**config.mk**
```make
export PLATFORM = sky130hd
export DESIGN_NAME = mem_arb
export DESIGN_NICKNAME = d
export VERILOG_FILES = /design/src/rtl/mem_arb.sv
export SDC_FILE = /design/constraint.sdc
export NUM_CORES = 1
export LEC_CHECK = 0
export ABC_AREA = 1
export BUFFER_PORTS_ARGS = -buffer_cell sky130_fd_sc_hd__buf_2
export CAP_MARGIN = 5
export CORE_ASPECT_RATIO = 1.2
export CORE_MARGIN = 1.5
export CORE_UTILIZATION = 50
export DETAILED_ROUTE_END_ITERATION = 7
export PLACE_DENSITY_LB_ADDON = 0.2
export SLEW_MARGIN = 20
export SYNTH_ARGS = -nofsm -noshare
export SYNTH_HDL_FRONTEND = slang
export SYNTH_SLANG_ARGS = --single-unit
```
**constraint.sdc**
```tcl
create_clock -name i_clk -period 5.3 [get_ports i_clk]
set_input_delay 0.265 -clock i_clk [delete_from_list [all_inputs] [get_ports i_clk]]
set_output_delay 0.265 -clock i_clk [all_outputs]
set_load 0.02 [all_outputs]
```
**src/rtl/mem_arb.sv**
```systemverilog
// Shares one memory port between IFU fetches and LSU loads/stores.
// Round-robin arbitration, LSU byte-mask/alignment checks, per-access timeout.
module mem_arb #(
   parameter int ADDR_W     = 32,
   parameter int DATA_W     = 32,
   parameter int TIMEOUT    = 16,
   parameter int RESET_PRIO = 0
) (
   input  logic              i_clk,
   input  logic              i_rst_n,
   input  logic              i_ifu_req,
   input  logic [ADDR_W-1:0] i_ifu_addr,
   output logic              o_ifu_gnt,
   output logic              o_ifu_rvalid,
   output logic [DATA_W-1:0] o_ifu_rdata,
   output logic              o_ifu_err,
   input  logic              i_lsu_req,
   input  logic              i_lsu_wen,
   input  logic [1:0]        i_lsu_size,
   input  logic [ADDR_W-1:0] i_lsu_addr,
   input  logic [DATA_W-1:0] i_lsu_wdata,
   output logic              o_lsu_gnt,
   output logic              o_lsu_rvalid,
   output logic [DATA_W-1:0] o_lsu_rdata,
   output logic              o_lsu_err,
   output logic              o_mem_valid,
   output logic              o_mem_wen,
   output logic [ADDR_W-1:0] o_mem_addr,
   output logic [DATA_W-1:0] o_mem_wdata,
   output logic [3:0]        o_mem_wmask,
   input  logic              i_mem_ready,
   input  logic              i_mem_rvalid,
   input  logic [DATA_W-1:0] i_mem_rdata
);

   // state  | meaning
   // IDLE   | arbitrate; grant and latch a request, or answer a bad one
   // REQ    | o_mem_valid high, waiting for i_mem_ready
   // RESP   | waiting for i_mem_rvalid
   typedef enum logic [1:0] {S_IDLE, S_REQ, S_RESP} state_t;

   localparam int CNT_W = 16;

   state_t            state_q, state_d;
   logic              prio_q, prio_d;
   logic              owner_q, owner_d;
   logic [ADDR_W-1:0] addr_q, addr_d;
   logic              wen_q, wen_d;
   logic [DATA_W-1:0] wdata_q, wdata_d;
   logic [3:0]        wmask_q, wmask_d;
   logic [CNT_W-1:0]  cnt_q, cnt_d;
   logic              ifu_rvalid_q, ifu_rvalid_d, ifu_err_q, ifu_err_d;
   logic              lsu_rvalid_q, lsu_rvalid_d, lsu_err_q, lsu_err_d;
   logic [DATA_W-1:0] ifu_rdata_q, ifu_rdata_d, lsu_rdata_q, lsu_rdata_d;

   logic              sel_ifu, sel_lsu, ifu_bad, lsu_bad, timeout_hit;
   logic              resp_fire, resp_lsu, resp_err;
   logic [DATA_W-1:0] resp_data;
   logic [3:0]        lsu_mask;

   assign sel_ifu = i_ifu_req & (~i_lsu_req | ~prio_q);
   assign sel_lsu = i_lsu_req & (~i_ifu_req | prio_q);
   assign ifu_bad = |i_ifu_addr[1:0];
   assign lsu_bad = (i_lsu_size == 2'd3)
                  | ((i_lsu_size == 2'd1) & i_lsu_addr[0])
                  | ((i_lsu_size == 2'd2) & (|i_lsu_addr[1:0]));
   assign timeout_hit = (TIMEOUT != 0) && (cnt_q == CNT_W'(TIMEOUT - 1));

   always_ff @(posedge i_clk or negedge i_rst_n) begin
      if (!i_rst_n) begin
         state_q      <= S_IDLE;
         prio_q       <= 1'(RESET_PRIO);
         owner_q      <= 1'b0;
         addr_q       <= '0;
         wen_q        <= 1'b0;
         wdata_q      <= '0;
         wmask_q      <= '0;
         cnt_q        <= '0;
         ifu_rvalid_q <= 1'b0;
         ifu_err_q    <= 1'b0;
         ifu_rdata_q  <= '0;
         lsu_rvalid_q <= 1'b0;
         lsu_err_q    <= 1'b0;
         lsu_rdata_q  <= '0;
      end else begin
         state_q      <= state_d;
         prio_q       <= prio_d;
         owner_q      <= owner_d;
         addr_q       <= addr_d;
         wen_q        <= wen_d;
         wdata_q      <= wdata_d;
         wmask_q      <= wmask_d;
         cnt_q        <= cnt_d;
         ifu_rvalid_q <= ifu_rvalid_d;
         ifu_err_q    <= ifu_err_d;
         ifu_rdata_q  <= ifu_rdata_d;
         lsu_rvalid_q <= lsu_rvalid_d;
         lsu_err_q    <= lsu_err_d;
         lsu_rdata_q  <= lsu_rdata_d;
      end
   end

   always_comb begin
      state_d      = state_q;
      prio_d       = prio_q;
      owner_d      = owner_q;
      addr_d       = addr_q;
      wen_d        = wen_q;
      wdata_d      = wdata_q;
      wmask_d      = wmask_q;
      cnt_d        = cnt_q;
      resp_fire    = 1'b0;
      resp_lsu     = owner_q;
      resp_err     = 1'b0;
      resp_data    = '0;
      ifu_rvalid_d = 1'b0;
      ifu_err_d    = 1'b0;
      ifu_rdata_d  = ifu_rdata_q;
      lsu_rvalid_d = 1'b0;
      lsu_err_d    = 1'b0;
      lsu_rdata_d  = lsu_rdata_q;
      case (i_lsu_size)
         2'd0:    lsu_mask = 4'b0001 << i_lsu_addr[1:0];
         2'd1:    lsu_mask = 4'b0011 << i_lsu_addr[1:0];
         default: lsu_mask = 4'b1111;
      endcase
      case (state_q)
         S_IDLE: begin
            if (sel_ifu || sel_lsu) begin
               prio_d   = sel_ifu;
               owner_d  = sel_lsu;
               resp_lsu = sel_lsu;
               cnt_d    = '0;
               if (sel_ifu) begin
                  addr_d  = {i_ifu_addr[ADDR_W-1:2], 2'b00};
                  wen_d   = 1'b0;
                  wdata_d = '0;
                  wmask_d = '0;
               end else begin
                  addr_d  = {i_lsu_addr[ADDR_W-1:2], 2'b00};
                  wen_d   = i_lsu_wen;
                  wdata_d = i_lsu_wdata;
                  wmask_d = i_lsu_wen ? lsu_mask : 4'b0000;
               end
               // Bad requests are answered directly without touching memory
               if ((sel_ifu && ifu_bad) || (sel_lsu && lsu_bad)) begin
                  resp_fire = 1'b1;
                  resp_err  = 1'b1;
               end else begin
                  state_d = S_REQ;
               end
            end
         end
         S_REQ: begin
            cnt_d = cnt_q + 1'b1;
            if (timeout_hit) begin
               resp_fire = 1'b1;
               resp_err  = 1'b1;
               state_d   = S_IDLE;
            end else if (i_mem_ready) begin
               state_d = S_RESP;
            end
         end
         S_RESP: begin
            cnt_d = cnt_q + 1'b1;
            if (i_mem_rvalid) begin
               resp_fire = 1'b1;
               resp_data = wen_q ? '0 : i_mem_rdata;
               state_d   = S_IDLE;
            end else if (timeout_hit) begin
               resp_fire = 1'b1;
               resp_err  = 1'b1;
               state_d   = S_IDLE;
            end
         end
         default: state_d = S_IDLE;
      endcase
      if (resp_fire) begin
         if (resp_lsu) begin
            lsu_rvalid_d = 1'b1;
            lsu_err_d    = resp_err;
            lsu_rdata_d  = resp_data;
         end else begin
            ifu_rvalid_d = 1'b1;
            ifu_err_d    = resp_err;
            ifu_rdata_d  = resp_data;
         end
      end
   end

   // Grants are gated by reset so every output is low while reset is asserted
   always_comb begin
      o_ifu_gnt   = i_rst_n & (state_q == S_IDLE) & sel_ifu;
      o_lsu_gnt   = i_rst_n & (state_q == S_IDLE) & sel_lsu;
      o_mem_valid = (state_q == S_REQ);
   end

   assign o_mem_wen    = wen_q;
   assign o_mem_addr   = addr_q;
   assign o_mem_wdata  = wdata_q;
   assign o_mem_wmask  = wmask_q;
   assign o_ifu_rvalid = ifu_rvalid_q;
   assign o_ifu_err    = ifu_err_q;
   assign o_ifu_rdata  = ifu_rdata_q;
   assign o_lsu_rvalid = lsu_rvalid_q;
   assign o_lsu_err    = lsu_err_q;
   assign o_lsu_rdata  = lsu_rdata_q;

endmodule
```
==> key figures, run 1 <==
Logic synthesis
  • Largest family of logic cells by synthesized area: simple AND/OR/NAND/NOR gates
  • Synth Register Bits: between 150 and 200
  • Mapped cell area: 7090 um2
  • Synth Area in Simple Gates: ~27%
  • Synth Warn #: 0
  • Synth Area in XOR/XNOR: 0.370%
  • Synth Area in Compound Gates: 9.01%
  • Asr flop ratio synth: 100%
  • Synth cell count leaders: nand2_1 (211), dfrtp_1 (155), nor2_1 (97)
  • Top-area cell type share of the netlist area: 54.7%
  • Synthesized area per cell: 8.70 um2
  • Mux cell area share after synthesis: 0%
  • Synth Instances: 815
  • Post-Synth Adder-Cell Area: 0.882%
  • Leading area contributor after synthesis: dfrtp_1
  • Seq/Total Area, Yosys: ~55%
  • EDFF count, synth: 0
  • Most common cell in the synthesized netlist: nand2_1
  • Most common flop cell mapped by yosys: dfrtp_1
  • Synth cell types: 33
  • Top cells by area, synth: dfrtp_1 (55%), nand2_1 (11%), nand4_1 (6.0%)

Die
  • Die H: 133 um
  • Initial core utilization: about half
  • Core footprint: 13800 um2
  • Die extent in x: 112 um
  • I/O Pins: 277
  • # rows: 47
  • Die area: 14900 um2

Min path
  • Worst hold path type: in2reg

Clocking
  • Clk_lat worst skew: 420 ps
  • # H-tree levels: 4
  • CTS buffer count: 17
  • Clk sinks: 155
  • CTS tree: done
  • Worst-path clk slew: 60 ps
  • Post_cts resized: 0
  • Worst-case clock buffer depth: 2
  • Clk root buf: clkbuf_16

Timing
  • RSZ-0062 raised after global routing: false
  • Final hold violations: 0
  • Slew HR: between 30% and 40%
  • Final period utilization: between 60% and 70%
  • Top achievable clock speed: 282 MHz
  • Clock skew: roughly 9.3 ps
  • Slack of the critical path: approximately 1800 ps
  • Setup TNS: 0 ps
  • Worst Tran Pin Value: slightly below 1000 ps
  • Setup violators final: 0
  • Final min period: between 3000 and 4000 ps
  • Max-slew violation count: 0

Place
  • Setup WS pre-CTS: 1700 ps
  • Placed cells: 1210
  • PortBufs: about 270
  • Post-DP HPWL: 13.1 mm
  • Placer Congestion: 0.876

Power and ir drop
  • Worst VDD drop: 366 uV
  • P_leak: 0.00512 uW
  • PD cells: 577 nW/um2

Final layout
  • Fin util: about 66%
  • P&R area growth vs syn: 27.7%
  • Nets: 1201
  • Ratio of cells with drive above 1 in the final layout: 30.7%
  • Non-Filler Instances: 1241
  • # diodes: 0

Drt
  • Drt wl/cell: between 15 and 20 um
  • Initial DRC count: 583
  • Final ANT Viol Nets: 0
  • Via count: 6713
  • Routed vias/inst: 5.41
  • # DRC: 0
  • Final wirelength: 19.1 mm
  • Number of iterations in the first detailed-routing pass: 5

GRT
  • Grt ovf: 0
  • Initial antenna violation count: 2
  • Vias in the first global route: about 6300
  • First-pass GRT wire length: roughly 30 mm
  • Largest net degree at the start of global routing: 81
  • Tot GR Track Use: 25.7%

Critical path
  • Arr. time, crit path: around 3800 ps
  • Worst setup EP type: flip-flop
  • Crit path launch type: flip-flop
  • Setup Crit Path Kind: reg2reg
  • Worst EP required: between 5000 and 6000 ps
  • Crit-path max FO: 66

Job
  • Max_cap viols: 0

Status
  • Outcome: finished clean
-- report_power, final --
part | leakage (uW) | total (uW) | internal, uW | switching (uW)
clock network | 0.000302 | 1270 | 812 | 455
registers | 0.00203 | 1820 | 1590 | 228
logic | 0.00278 | 2140 | 640 | 1500
-- layout make-up --
type,instances,area [um2]
repair buffers,279,1420
well taps,171,214
multi-input cells,541,2680
clock buffers,25,515
inverters,65,245
fillers,1197,4760
flip-flops and latches,155,3880
clock inverters,5,106
-- routing by layer --
layer,part of all wire [%],vias up,track usage (%)
met4,4.1,2,13.9
met5,0.068,-,0
li1,-,3210,-
met1,40,3168,31.7
met3,6.6,57,6.10
met2,49,276,41.9
-- placed cells by master (no fill, tap or decap), types with 6 or more instances in the layout --
cell	count
buf_2	273
nand2_1	211
dfrtp_1	155
nor2_1	97
nand4_1	68
inv_1	55
nand3_1	43
a22o_1	32
a31oi_1	30
o21ai_0	17
clkbuf_16	17
a21oi_1	10
inv_2	8
clkbuf_8	6
-- worst max-delay path, stage by stage (launching register included) --
cell and delay (ps):
dfrtp_1 420, inv_1 110, ha_1 270, nand3_2 150, inv_2 460, nand2_1 210, nand2_2 130, nor2_4 50
nand2_4 480, nand3_2 770, nand2_1 260, nand2_1 90
-- cell families after synthesis --
| family | count (synthesis) |
|---|---|
| simple gates | 437 |
| xor+xnor | 3 |
| buf+inv | 120 |
| fa+ha+maj | 5 |
| compound gates | 94 |
| flops | 155 |
| other cells | 1 |
-- flip-flops by register name, summed over array words and instances (netlist names) --
register and flops:
o_mem_wmask 4, o_lsu_err 1, o_ifu_err 1, o_mem_wdata 32, owner_q 1, o_mem_wen 1, o_lsu_rdata 32, o_ifu_rdata 32
cnt_q 16, state_q 2, o_lsu_rvalid 1, o_ifu_rvalid 1, o_mem_addr 30, prio_q 1
-- worst paths after layout --
path,from,end,slack (ps),cells past startpoint
max in group asynchronous,i_rst_n,o_lsu_rdata[10],3380,3
min in group asynchronous,i_rst_n,o_mem_wdata[10],430,2
worst min-delay path,i_lsu_wdata[21],o_mem_wdata[21],60,2
worst max-delay path,state_q[0],o_lsu_rdata[5],1760,11
worst min register to register,o_lsu_rdata[22],o_lsu_rdata[22],470,2
worst max register to register,state_q[0],o_lsu_rdata[5],1760,11
-- through the flow --
stage / instance area, um2 / total power, uW / hold WS (ps)
after global routing: 9060 / 5520 / 53.4
after CTS: 9060 / 5250 / 46.7
final: 9060 / 5230 / 61.1
after global placement: 8430 / 3930 / 340
after floorplan: 7100 / 3310 / -30.6
after detailed placement: 8430 / 3970 / 339
-- timing repair --
action / CTS / global route
hold endpoints to repair: 78 / 0
hold buffers: 1 / 0
buffers inserted: 0 / 0
endpoints found under the setup margin: 0 / 0
(Power assumes the default switching activity.)
==> inputs of run 2 (changes only) <==
--- a/config.mk
+++ b/config.mk
@@ -10,7 +10,7 @@
 export CAP_MARGIN = 5
 export CORE_ASPECT_RATIO = 1.2
 export CORE_MARGIN = 1.5
-export CORE_UTILIZATION = 50
+export CORE_UTILIZATION = 49
 export DETAILED_ROUTE_END_ITERATION = 7
 export PLACE_DENSITY_LB_ADDON = 0.2
 export SLEW_MARGIN = 20
==> constraint.sdc (replaced) <==
create_clock -name i_clk -period 3.53 [get_ports i_clk]
set_input_delay 0.1765 -clock i_clk [delete_from_list [all_inputs] [get_ports i_clk]]
set_output_delay 0.1765 -clock i_clk [all_outputs]
set_load 0.02 [all_outputs]
==> run 2 against run 1 <==
Cell count rose by 5.6%. Wire length rose by 6.2%. Design area rose by 7.3%. Core utilization rose by 2.4 points. Sequential share of layout area fell by 2.9 points. Maximum frequency rose by 48%. Critical path depth fell by 1. Largest cell class unchanged. Flip-flop and latch count did not move. Total power rose by 56%. Clock power rose by 65%. Setup slack got worse by 620 ps.
==> key figures, run 2 (synthesis results as in run 1) <==
Timing
  • Final hold slack: 10.4 ps (-50.7 ps)
  • Final min period: 2390 ps (-1150 ps)
  • Slew HR: 49.9% (+15 points)
  • Final hold violations: 0 (unchanged)
  • Top achievable clock speed: 419 MHz (+48%)
  • Worst Tran Pin Value: 751 ps (-221 ps)
  • Final period utilization: 67.7% (+0.85 points)
  • Max-slew violation count: 0 (unchanged)
  • RSZ-0062 raised after global routing: false
  • Setup violators final: 0 (unchanged)
  • Slack of the critical path: 1140 ps (-617 ps)
  • Setup TNS: 0 ps (unchanged)
  • Clock skew: 8.45 ps (-0.870 ps)

Final layout
  • Commonest non-fill, non-tap cell in the layout: buf_2
  • P&R area growth vs syn: 37.0%
  • Ratio of cells with drive above 1 in the final layout: 30.0% (-0.74 points)
  • Nets: 1262 (+5.1%)
  • Commonest cells after routing, fill and taps aside: buf_2 (273), nand2_1 (211), dfrtp_1 (155), nor2_1 (97), nand4_1 (68)
  • Final Instance Area: 9720 um2 (+7.3%)

Critical path
  • Arr. time, crit path: 2700 ps (-1130 ps)
  • Crit path buffers/inverters: 3 (+1)
  • Worst setup EP type: flip-flop
  • Crit path launch type: flip-flop
  • Setup Crit Path Kind: reg2reg
  • Worst EP required: 3840 ps (-1750 ps)
  • Crit-path max FO: 33 (-50%)
  • CP dominant cell by count: nand2_1
  • Stages on worst setup path: 10 (-1)
  • CP cell instances: inv_1, ha_1, inv_2, nor2_2, inv_2, nand2_1, nand2_2, nand3_2, nand2_1, nand2_1
  • Reg2reg path depth: 10 (-1)
  • Worst path slowest cell: nand3_2
  • CP max stage delay: 620 ps (-150 ps)
  • CP top delay family: simple AND/OR/NAND/NOR gates

Drt
  • Number of iterations in the first detailed-routing pass: 4 (-1)
  • # DRC: 0 (unchanged)
  • Final wirelength: 20.3 mm (+6.2%)
  • Drt wl/cell: 15.5 um (+0.64%)
  • Final ANT Viol Nets: 0 (unchanged)
  • Routed vias/inst: 5.26 (-2.8%)
  • Via count: 6888 (+2.6%)
  • Initial DRC count: 506 (-13%)

Die
  • Die H: 135 um (+0.99%)
  • Initial core utilization: 49.6% (-1.7 points)
  • Die area: 15200 um2 (+2.0%)
  • Die extent in x: 113 um (+0.99%)
  • I/O Pins: 277 (unchanged)
  • Core footprint: 14300 um2 (+3.4%)
  • # rows: 48 (+2.1%)

GRT
  • Initial antenna violation count: 3 (+1)
  • Grt ovf: 0 (unchanged)
  • Tot GR Track Use: 27.0% (+1.3 points)
  • First-pass GRT wire length: 32.3 mm (+5.5%)
  • Vias in the first global route: 6575 (+4.1%)
  • Largest net degree at the start of global routing: 84 (+3.7%)

Min path
  • Hold path depth: 3 (+1)
  • Worst hold path type: in2reg

Power and ir drop
  • Psw: 3400 uW (+55%)
  • Worst VDD drop: 449 uV (+23%)
  • Gate power share: 41.2% (+0.2 points)
  • Clock Power Share: 25.6% (+1.4 points)
  • PD cells: 840 nW/um2 (+46%)
  • P_leak: 0.00541 uW (+5.7%)
  • Int Pwr: 4770 uW (+57%)
  • Sequential power share: 33.1% (-1.7 points)
  • Total design power: 8170 uW (+56%)
  • Sw frac: 41.6% (-0.21 points)

Clocking
  • Worst-case clock buffer depth: 2 (unchanged)
  • Postcts setup bufs: 0 (unchanged)
  • Clk root buf: clkbuf_16
  • # H-tree levels: 4 (unchanged)
  • Worst-path clk slew: 60 ps (about the same)
  • CTS buffer count: 17 (unchanged)
  • CTS tree: done
  • Clk_lat worst skew: 430 ps (about the same)
  • Clk sinks: 155 (unchanged)

Place
  • PortBufs: 274 (unchanged)
  • DP Area: 8490 um2 (+0.68%)
  • Setup WS pre-CTS: 1170 ps (-528 ps)
  • Post-DP HPWL: 13.0 mm (-0.91%)
  • Placer Congestion: 0.843 (-3.7%)

Job
  • Max_cap viols: 0 (unchanged)

Status
  • Outcome: finished clean
run 2: cell count changes in the layout (fill, tap and decap cells not counted), sizes merged:
cell,previous run,this run
clkinv,3,6
clkbuf,25,18
bufinv,3,6
inv,63,66
dlygate4sd3,1,55
diode,0,2
buf,278,285
run 2: metal layers:
metal | GRT usage, % | up-vias | routed length [um]
met5 | 0 | - | 0
met4 | 14.6 | 0 | 828
met3 | 6.60 | 58 | 1320
met2 | 44.7 | 278 | 9930
met1 | 32.7 | 3219 | 8200
li1 | - | 3333 | -
run 2: path summary, 6_finish.rpt:
check | startpoint | slack, ps | to
worst min-delay path | i_lsu_addr[26] | 10 | o_mem_addr[26]
max in group asynchronous | i_rst_n | 1950 | cnt_q[10]
min in group asynchronous | i_rst_n | 340 | o_mem_wdata[10]
worst max-delay path | state_q[1] | 1140 | o_lsu_rdata[27]
worst min register to register | o_ifu_rdata[24] | 460 | o_ifu_rdata[24]
worst max register to register | state_q[1] | 1140 | o_lsu_rdata[27]
run 2: power by group through the flow:
stage / Sequential [uW] / Clock, uW / Combinational (uW)
floorplan: 3430 / 0 / 1540
global placement: 2710 / 0 / 3250
detailed placement: 2720 / 0 / 3300
CTS: 2700 / 2120 / 3360
global route: 2780 / 2200 / 3640
finish: 2710 / 2100 / 3370
run 2: worst min-delay path, cell delays in order:
cell	delay, ps
buf_2	100
nand2_1	50
a31oi_1	70
run 2: repair_timing:
item | CTS | global route
hold buffers | 55 | 0
endpoints found under the setup margin | 0 | 0
gates resized for setup | 0 | 0
hold endpoints to repair | 134 | 0
run 2: final cells by class:
cell class | instances | area, um2
diodes | 2 | 5.00
clock buffers | 18 | 439
clock inverters | 14 | 240
fillers | 1157 | 4570
inverters | 65 | 244
multi-input cells | 541 | 2680
flip-flops and latches | 155 | 3880
well taps | 175 | 219
repair buffers | 340 | 2010
run 2: per-stage QoR:
step	instances	utilization, %
floorplan	816	-
global placement	1221	59.4
detailed placement	1221	59.4
CTS	1308	68.0
global route	1310	68.0
finish	1310	68.0
